<file path="config.mk">
export PLATFORM = sky130hd
export DESIGN_NAME = vec_mag_seq
export DESIGN_NICKNAME = d
export VERILOG_FILES = /design/src/rtl/vec_mag_pkg.sv /design/src/rtl/vec_mag_seq_isqrt_step.sv /design/src/rtl/vec_mag_seq.sv
export SDC_FILE = /design/constraint.sdc
export NUM_CORES = 1
export LEC_CHECK = 0
export BUFFER_PORTS_ARGS = -buffer_cell sky130_fd_sc_hd__buf_2
export CORE_AREA = 2 2 121 123
export DETAILED_ROUTE_END_ITERATION = 8
export DIE_AREA = 0 0 123 125
export PLACE_DENSITY = 0.66
export SKIP_LAST_GASP = 1
export SYNTH_ARGS = -nofsm -noshare
export SYNTH_HDL_FRONTEND = slang
export SYNTH_SLANG_ARGS = --single-unit
</file>
<file path="constraint.sdc">
create_clock -name clk -period 8.5 [get_ports clk]
set_input_delay 1.7 -clock clk [delete_from_list [all_inputs] [get_ports clk]]
set_output_delay 1.7 -clock clk [all_outputs]
set_load 0.005 [all_outputs]
</file>
<file path="src/rtl/vec_mag_pkg.sv">
// Shared types and width helpers for the sequential vector-magnitude unit.
// Optional build macro: VEC_MAG_ROUND_EN (round-to-nearest result).
package vec_mag_pkg;

  localparam logic [1:0] ST_IDLE = 2'd0;
  localparam logic [1:0] ST_SQ   = 2'd1;
  localparam logic [1:0] ST_RT   = 2'd2;
  localparam logic [1:0] ST_DONE = 2'd3;

  typedef enum logic [1:0] {
    IDLE = ST_IDLE,
    SQ   = ST_SQ,
    RT   = ST_RT,
    DONE = ST_DONE
  } state_e;

  // Result width: sqrt(2)*(2^W-1) always fits in W+1 bits.
  function automatic int res_w(input int w);
    return w + 1;
  endfunction

  // Sum-of-squares width: 2*(2^W-1)^2 fits in 2W+1 bits.
  function automatic int sum_w(input int w);
    return 2 * w + 1;
  endfunction

  // Shared counter must reach W (last root iteration).
  function automatic int cnt_w(input int w);
    return $clog2(w + 2);
  endfunction

endpackage

</file>
<file path="src/rtl/vec_mag_seq_isqrt_step.sv">
// One restoring square-root iteration: brings down the next radicand bit pair
// and decides one result bit. Purely combinational, reused every root cycle.
module isqrt_step #(
  parameter int RW = 9              // result width; remainder is RW+1 bits
) (
  input  logic [RW:0]   rem_i,
  input  logic [RW-1:0] res_i,
  input  logic [1:0]    pair_i,
  output logic [RW:0]   rem_o,
  output logic [RW-1:0] res_o
);

  logic [RW+2:0] rem_sh;
  logic [RW+2:0] trial;
  logic [RW+2:0] diff;
  logic          ge;

  // Trial subtract of (4*res + 1); the remainder never exceeds 2*res so the
  // truncated outputs always hold the full value.
  always_comb begin
    rem_sh = {rem_i, pair_i};
    trial  = {1'b0, res_i, 2'b01};
    diff   = rem_sh - trial;
    ge     = (rem_sh >= trial);
    rem_o  = ge ? diff[RW:0] : rem_sh[RW:0];
    res_o  = {res_i[RW-2:0], ge};
  end

endmodule

</file>
<file path="src/rtl/vec_mag_seq.sv">
// Sequential Euclidean magnitude: shift-add squaring then digit-by-digit root.
// Optional build macro: VEC_MAG_ROUND_EN (round to nearest instead of floor).
module vec_mag_seq
  import vec_mag_pkg::*;
#(
  parameter int W = 8
) (
  input  logic           clk,
  input  logic           rst,
  input  logic           ena,
  input  logic           in_valid,
  output logic           in_ready,
  input  logic [W-1:0]   in_x,
  input  logic [W-1:0]   in_y,
  output logic           out_valid,
  input  logic           out_ready,
  output logic [W:0]     out_mag,
  output logic           busy
);

  localparam int RES_W = res_w(W);
  localparam int SUM_W = sum_w(W);
  localparam int CNT_W = cnt_w(W);
  localparam int RAD_W = SUM_W + 1;   // padded to an even number of bits
  localparam int REM_W = W + 2;

  state_e             state_q, state_d;
  logic [CNT_W-1:0]   cnt_q, cnt_d;
  logic [W-1:0]       x_q, x_d, y_q, y_d;
  logic [SUM_W-1:0]   acc_q, acc_d;
  logic [RAD_W-1:0]   rad_q, rad_d;
  logic [REM_W-1:0]   rem_q, rem_d;
  logic [RES_W-1:0]   res_q, res_d;
  logic [RES_W-1:0]   mag_q, mag_d;

  logic [W-1:0]       x_sh, y_sh;
  logic [SUM_W-1:0]   x_term, y_term, acc_sum;
  logic [REM_W-1:0]   step_rem;
  logic [RES_W-1:0]   step_res;

  isqrt_step #(.RW(RES_W)) u_step (
    .rem_i  (rem_q),
    .res_i  (res_q),
    .pair_i (rad_q[RAD_W-1 -: 2]),
    .rem_o  (step_rem),
    .res_o  (step_res)
  );

  // Partial products of the current bit of each operand.
  always_comb begin
    x_sh    = x_q >> cnt_q;
    y_sh    = y_q >> cnt_q;
    x_term  = x_sh[0] ? (SUM_W'(x_q) << cnt_q) : '0;
    y_term  = y_sh[0] ? (SUM_W'(y_q) << cnt_q) : '0;
    acc_sum = acc_q + x_term + y_term;
  end

  // Next-state and datapath update for IDLE -> SQ -> RT -> DONE.
  always_comb begin
    state_d = state_q;
    cnt_d   = cnt_q;
    x_d     = x_q;
    y_d     = y_q;
    acc_d   = acc_q;
    rad_d   = rad_q;
    rem_d   = rem_q;
    res_d   = res_q;
    mag_d   = mag_q;
    case (state_q)
      IDLE: begin
        if (in_valid) begin
          x_d     = in_x;
          y_d     = in_y;
          acc_d   = '0;
          cnt_d   = '0;
          state_d = SQ;
        end
      end
      SQ: begin
        acc_d = acc_sum;
        if (cnt_q == CNT_W'(W - 1)) begin
          rad_d   = {1'b0, acc_sum};
          rem_d   = '0;
          res_d   = '0;
          cnt_d   = '0;
          state_d = RT;
        end else begin
          cnt_d = cnt_q + CNT_W'(1);
        end
      end
      RT: begin
        rad_d = rad_q << 2;
        rem_d = step_rem;
        res_d = step_res;
        if (cnt_q == CNT_W'(W)) begin
`ifdef VEC_MAG_ROUND_EN
          mag_d = step_res + RES_W'(step_rem > {1'b0, step_res});
`else
          mag_d = step_res;
`endif
          state_d = DONE;
        end else begin
          cnt_d = cnt_q + CNT_W'(1);
        end
      end
      DONE: begin
        if (out_ready) state_d = IDLE;
      end
      default: state_d = IDLE;
    endcase
  end

  // State register; reset wins over the clock enable, ena low freezes all.
  always_ff @(posedge clk) begin
    if (rst) begin
      state_q <= IDLE;
      cnt_q   <= '0;
      x_q     <= '0;
      y_q     <= '0;
      acc_q   <= '0;
      rad_q   <= '0;
      rem_q   <= '0;
      res_q   <= '0;
      mag_q   <= '0;
    end else if (ena) begin
      state_q <= state_d;
      cnt_q   <= cnt_d;
      x_q     <= x_d;
      y_q     <= y_d;
      acc_q   <= acc_d;
      rad_q   <= rad_d;
      rem_q   <= rem_d;
      res_q   <= res_d;
      mag_q   <= mag_d;
    end
  end

  assign in_ready  = (state_q == IDLE);
  assign out_valid = (state_q == DONE);
  assign busy      = (state_q != IDLE);
  assign out_mag   = mag_q;

endmodule

</file>
======== After elaboration in Yosys (flattened, before gate mapping) ========
Cells that the tools add are included.
operators by class
  muxes and demuxes ....................... 20
  order comparisons ....................... 1
  reduce and logical (&&, ||, !) cells .... 11
  shift operators ......................... 4
  equal/unequal tests ..................... 10
  $add $sub $neg .......................... 4
operators with widths
  cell                                            count
  2-to-1 mux 17 bit                               3
  case mux 18 bit (2 select lines)                1
  adder 17 bit                                    2
  case mux 17 bit (2 select lines)                1
  left shift 8 x 4 -> 17 bit                      2
  2-to-1 mux 10 bit                               2
  case mux 10 bit (2 select lines)                1
  2-to-1 mux 18 bit                               1
  case mux 9 bit (2 select lines)                 1
  >> shifter 8 x 4 -> 1 bit                       2
  >= comparator 12 x 11 -> 1 bit                  1
  2-to-1 mux 4 bit                                3
  case mux 4 bit (3 select lines)                 1
  AND reduction 3 bit                             4
  subtractor 10 bit                               1
  2-to-1 mux 9 bit                                1
  2-to-1 mux 2 bit                                4
  != test 2 bit (second input constant)           4
  case mux 2 bit (4 select lines)                 1
  nonzero test 2 bit                              3
  AND reduction 5 bit                             1
  adder 4 x 1 -> 4 bit (second input constant)    1
  == test 2 bit (second input constant)           2
  == test 4 x 3 -> 1 bit (second input constant)  1
  other kinds (6)                                 6
word-level totals
  output and inout bits ................... 12
  register bits after elaboration ......... 85
  bits of input ports ..................... 21

======== Longest topological paths before layout ========
  depth after elaboration ................. 6
  gate-level depth with buffers ........... 16

======== By module ========
A second synthesis with hierarchy kept.
second synthesis, totals
  cell total of the unflattened synthesis .. 726
  area, all modules ....................... 5984.5 µm²
modules (own cells, without submodules)
  module       area each (µm²)  cells an instance  instances
  vec_mag_seq  5252.5           633                1
  isqrt_step   732.0            93                 1

======== Worst setup path after synthesis ========
OpenSTA, ideal clock, no wires.
  kind .................................... reg-to-reg
  start ................................... register cnt_q[0]
  end ..................................... register acc_q[15]
  buffers on the path ..................... 1
  data required time ...................... 8.426 ns
  stages on the path, launching flop included .. 14
  setup time .............................. 0.074 ns
  setup slack ............................. 4.654 ns
  arrival ................................. 3.772 ns
  cell sequence ........................... dfxtp_1 buf_2 mux4_2 and2_1 nor2b_1 fa_1 fa_1 a21oi_1 o211ai_2 nand4_2 a31oi_4 or4_1 o31a_1 a31oi_1
on the way
  longest elaborated chain between the ends .. 5
  elaborated cells between the ends (all ways) .. 9
  classes of those cells .................. 2 x add/sub; 4 x shift; 3 x mux
ends and longest elaborated chain
  what                                                                            RTL line                              source
  start, declared                                                                 vec_mag_seq.sv:28                     logic [CNT_W-1:0] cnt_q, cnt_d;
  start signal, assigned                                                          vec_mag_seq.sv:127                    cnt_q <= cnt_d;
  left shift 8 x 4 -> 17 bit / >> shifter 8 x 4 -> 1 bit (equally long branches)  vec_mag_seq.sv:53, vec_mag_seq.sv:51
  2-to-1 mux 17 bit                                                               vec_mag_seq.sv:53                     x_term = x_sh[0] ? (SUM_W'(x_q) << cnt_q) : '0;
  adder 17 bit                                                                    vec_mag_seq.sv:55                     acc_sum = acc_q + x_term + y_term;
  adder 17 bit (*)                                                                vec_mag_seq.sv:55
  case mux 17 bit (2 select lines) (*)                                            vec_mag_seq.sv:69                     case (state_q)
  end signal, assigned                                                            vec_mag_seq.sv:120                    acc_q <= '0;
  end signal, assigned                                                            vec_mag_seq.sv:130                    acc_q <= acc_d;
  end, declared                                                                   vec_mag_seq.sv:30                     logic [SUM_W-1:0] acc_q, acc_d;
Mark *: on every way between the ends. The rest lies on a longest branch, timed or not.
A chain may end at the register's enable or synchronous reset.

======== Final worst setup path ========
  start ................................... register cnt_q[2]
  end ..................................... register acc_q[15]
The elaborated chain is that of the path after synthesis.

==> reports/metrics.cfg <==
[layout]
fill_cells=1460
final_area_sq_mm=0.00634
multiInputGateArea_sq_mm=0.00376
drive_above_1_share_pct=11.7
mostFrequentLayoutCells=nor2_1, nand2_1, dfxtp_1, a21oi_1, o21ai_0
final_common_cell=nor2_1
syn_to_final_growth_pct=9.13
final_cells=927
nets=808
regArea_sq_mm=0.00170
num_antenna_cells=0

[worst_hold_path]
hold_end=rad_q[1]$_SDFFE_PP0P_
hp-start=rad_q[1]$_SDFFE_PP0P_
hold_class=reg2reg
min_path_cells=2

[sta]
slew-limit-headroom_pct=33.1
finalClockSkew_ns=0.00933
period_minus_slack_ns=4.32
maxSlewViolCount=0
finalSetupTns_ns=0
rsz0062_at_grt=false
whs_ns=0.460
period_share_pct=50.8
fmax_ghz=0.232
hold_viol_final=0
finalSetupViolCount=0
tightest_slew_ns=1.00

[job]
cap_viol_max_count=0

[power_and_ir_drop]
p_per_area_mw_per_mm2=142
worst_ir_drop_vdd_mv=0.0932
p_seq_share_pct=45.9
switching_share_pct=28.2
p_leak_nw=2.47
total_power_w=0.000903
power.internal_w=0.000648
power_switching_w=0.000255
p_comb_share_pct=10.4
power_frac_clock_pct=43.7

[setup_path]
crit_family=simple AND/OR/NAND/NOR gates
cp_slowest_cell=dfxtp_1
timing.rr.end=acc_q[15]$_SDFFE_PP0P_
crit_arrival_ns=4.59
r2r_slack_ns=4.18
required_ns=8.78
crit_buf_inv=0
crit_path_start_kind=flop
max_stage_delay_ns=0.98
crit_chain=nor2b_1 -> nand2_1 -> nor2_1 -> fa_1 -> ha_1 -> and2_2 -> a22oi_1 -> a31oi_4 -> or4_1 -> o31a_1 -> a31oi_1
setup.worst_path.end_class=flop
reg2reg_from=cnt_q[2]$_SDFFE_PP0P_
critPathKind=reg2reg
reg2reg_depth=11
crit_fanout=37

[place]
io_buffers=32
dp_cells=911
post_dp_cell_area_sq_mm=0.00604
gp_congestion=0.904
hpwl_microns=9730

[clock_network]
cts_max_path_buffers=2
cts_sinks=85
numCtsBuffers=9
postCtsResizedCells=0
cts-root-buf=clkbuf_16
cts_tree=yes
cts_setup_buffers=0
h-tree-depth=3
clkSlewWorstSetupHoldPaths_ns=0.07
postCtsHoldBufs=0
worstSkewPairLatency_ns=0.36

[floorplan]
initial_utilization_pct=40.9
ios=33
core_sq_mm=0.0142
die_w_microns=123
row_count=44
die_area_sq_mm=0.0154
fp.dieH_microns=125

[logic_synthesis]
synth_area_leaders=dfxtp_1, ha_1, a21oi_1, fa_1, nor2_1
yosys_warnings=0
yosysTopAreaCell=dfxtp_1
async_flop_share_pct=0
synth.ff_latch_count=85
synth_top_cell_area_share_pct=29.3
synth-edff-count=0
synth_seq_area_share_pct=29.3
synthFlopType=dfxtp_1
syn_avg_cell_area_sq_um=7.97
synthDistinctLibCells=62
syn_inst=729
synth_area_sq_mm=0.00581

[drt]
first_pass_iters=5
wl_microns=13200
vias=4970
drt-initial-drc-count=306
post-route-drc-count=0
wl_per_cell_microns=14.2
avgViaCountPerCell=5.36
ant_nets=0

[global_routing]
grt_use_met3_pct=3.79
grtUsageMet1_pct=25.8
track_usage_pct=18.2
antenna_found_initial=0
grt_pass1_vias=4634
overflow=0
grt.busiest_layer=met2
grt_use_met2_pct=27.6
grt_start_max_net_pins=73
grt_pass1_wl_microns=22500

[run_status]
status=finished, final reports clean

==> layer usage <==
| layer | routed length, microns | vias to the layer above |
|---|---|---|
| li1 | - | 2573 |
| met1 | 6660 | 2299 |
| met2 | 5840 | 80 |
| met3 | 451 | 18 |
| met4 | 246 | 0 |
| met5 | 0 | - |
==> power groups by stage <==
stage,Sequential (W),Clock (W),Combinational (W)
3_5_place_dp,0.000423,0,0.0000939
2_1_floorplan,0.000420,0,0.0000713
4_1_cts,0.000414,0.000406,0.0000944
5_1_grt,0.000415,0.000423,0.000107
3_3_place_gp,0.000423,0,0.0000936
6_report,0.000414,0.000395,0.0000942
==> sequential cells by signal (all words and copies together), names as in the netlist <==
signal	flops
cnt_q	4
out_mag	9
state_q	2
rad_q	18
x_q	8
acc_q	17
res_q	9
y_q	8
rem_q	10
==> worst max-delay path by stage <==
stage,from,end,cells past startpoint
2_1_floorplan,cnt_q[0]$_SDFFE_PP0P_,acc_q[15]$_SDFFE_PP0P_,13
4_1_cts,cnt_q[2]$_SDFFE_PP0P_,acc_q[15]$_SDFFE_PP0P_,11
6_report,cnt_q[2]$_SDFFE_PP0P_,acc_q[15]$_SDFFE_PP0P_,11
3_5_place_dp,cnt_q[2]$_SDFFE_PP0P_,acc_q[15]$_SDFFE_PP0P_,11
5_1_grt,cnt_q[2]$_SDFFE_PP0P_,acc_q[15]$_SDFFE_PP0P_,11
3_3_place_gp,cnt_q[2]$_SDFFE_PP0P_,acc_q[15]$_SDFFE_PP0P_,11
==> cell usage after synthesis, types with 3 or more instances <==
cell      number
a211oi_1       9
a21o_1         6
a21oi_1       72
a22oi_1       11
a31oi_1       15
and2_1         3
and3_1         8
and4_1         3
buf_1          3
buf_2          5
clkbuf_1      28
clkbuf_8       4
dfxtp_1       85
fa_1          17
ha_1          32
inv_1         37
mux2_2         8
mux2i_1       31
mux4_2         4
nand2_1       86
nand2b_1       6
nand3_1       21
nand3b_1       3
nand4_1        3
nor2_1        88
nor2b_1       10
nor3_1         9
o211ai_1       6
o21a_1         7
o21ai_0       46
o31a_1         3
o31ai_1        3
or2_2          8
xnor2_1       10
xor2_1         4
==> kinds of logic (layout without fill, tap and decap cells) <==
kind of cell,count (synthesis),in the layout,synth area share [%]
buf+inv,79,92,6.10
mux,43,43,8.44
simple gates,261,261,20.4
fa+ha+maj,49,49,12.8
compound gates,197,197,20.8
xor+xnor,14,14,2.11
other cells,1,2,0.0646
flops,85,85,29.3
==> area by class of cell <==
| cell class | count | area share (%) |
|---|---|---|
| multi-input combinational | 566 | 59.3 |
| sequential | 85 | 26.8 |
| tap | 184 | 3.63 |
| clock buffer | 9 | 3.55 |
| timing repair buffer | 39 | 3.36 |
| inverter | 37 | 2.19 |
| clock inverter | 7 | 1.16 |
==> metrics by stage <==
step | util [%] | worst slack, ns
6_report | 44.6 | 4.18
5_1_grt | 44.6 | 3.74
4_1_cts | 44.6 | 4.22
3_5_place_dp | 42.5 | 4.26
3_3_place_gp | 42.5 | 4.37
2_1_floorplan | - | 4.65
==> worst reg2reg max path: stages, from the launching register on <==
cell     delay [ns]
dfxtp_1        0.98
nor2b_1        0.61
nand2_1        0.18
nor2_1         0.19
fa_1           0.44
ha_1           0.36
and2_2         0.24
a22oi_1        0.30
a31oi_4        0.17
or4_1          0.49
o31a_1         0.11
a31oi_1        0.16
Power figures use the tool's default switching activity.
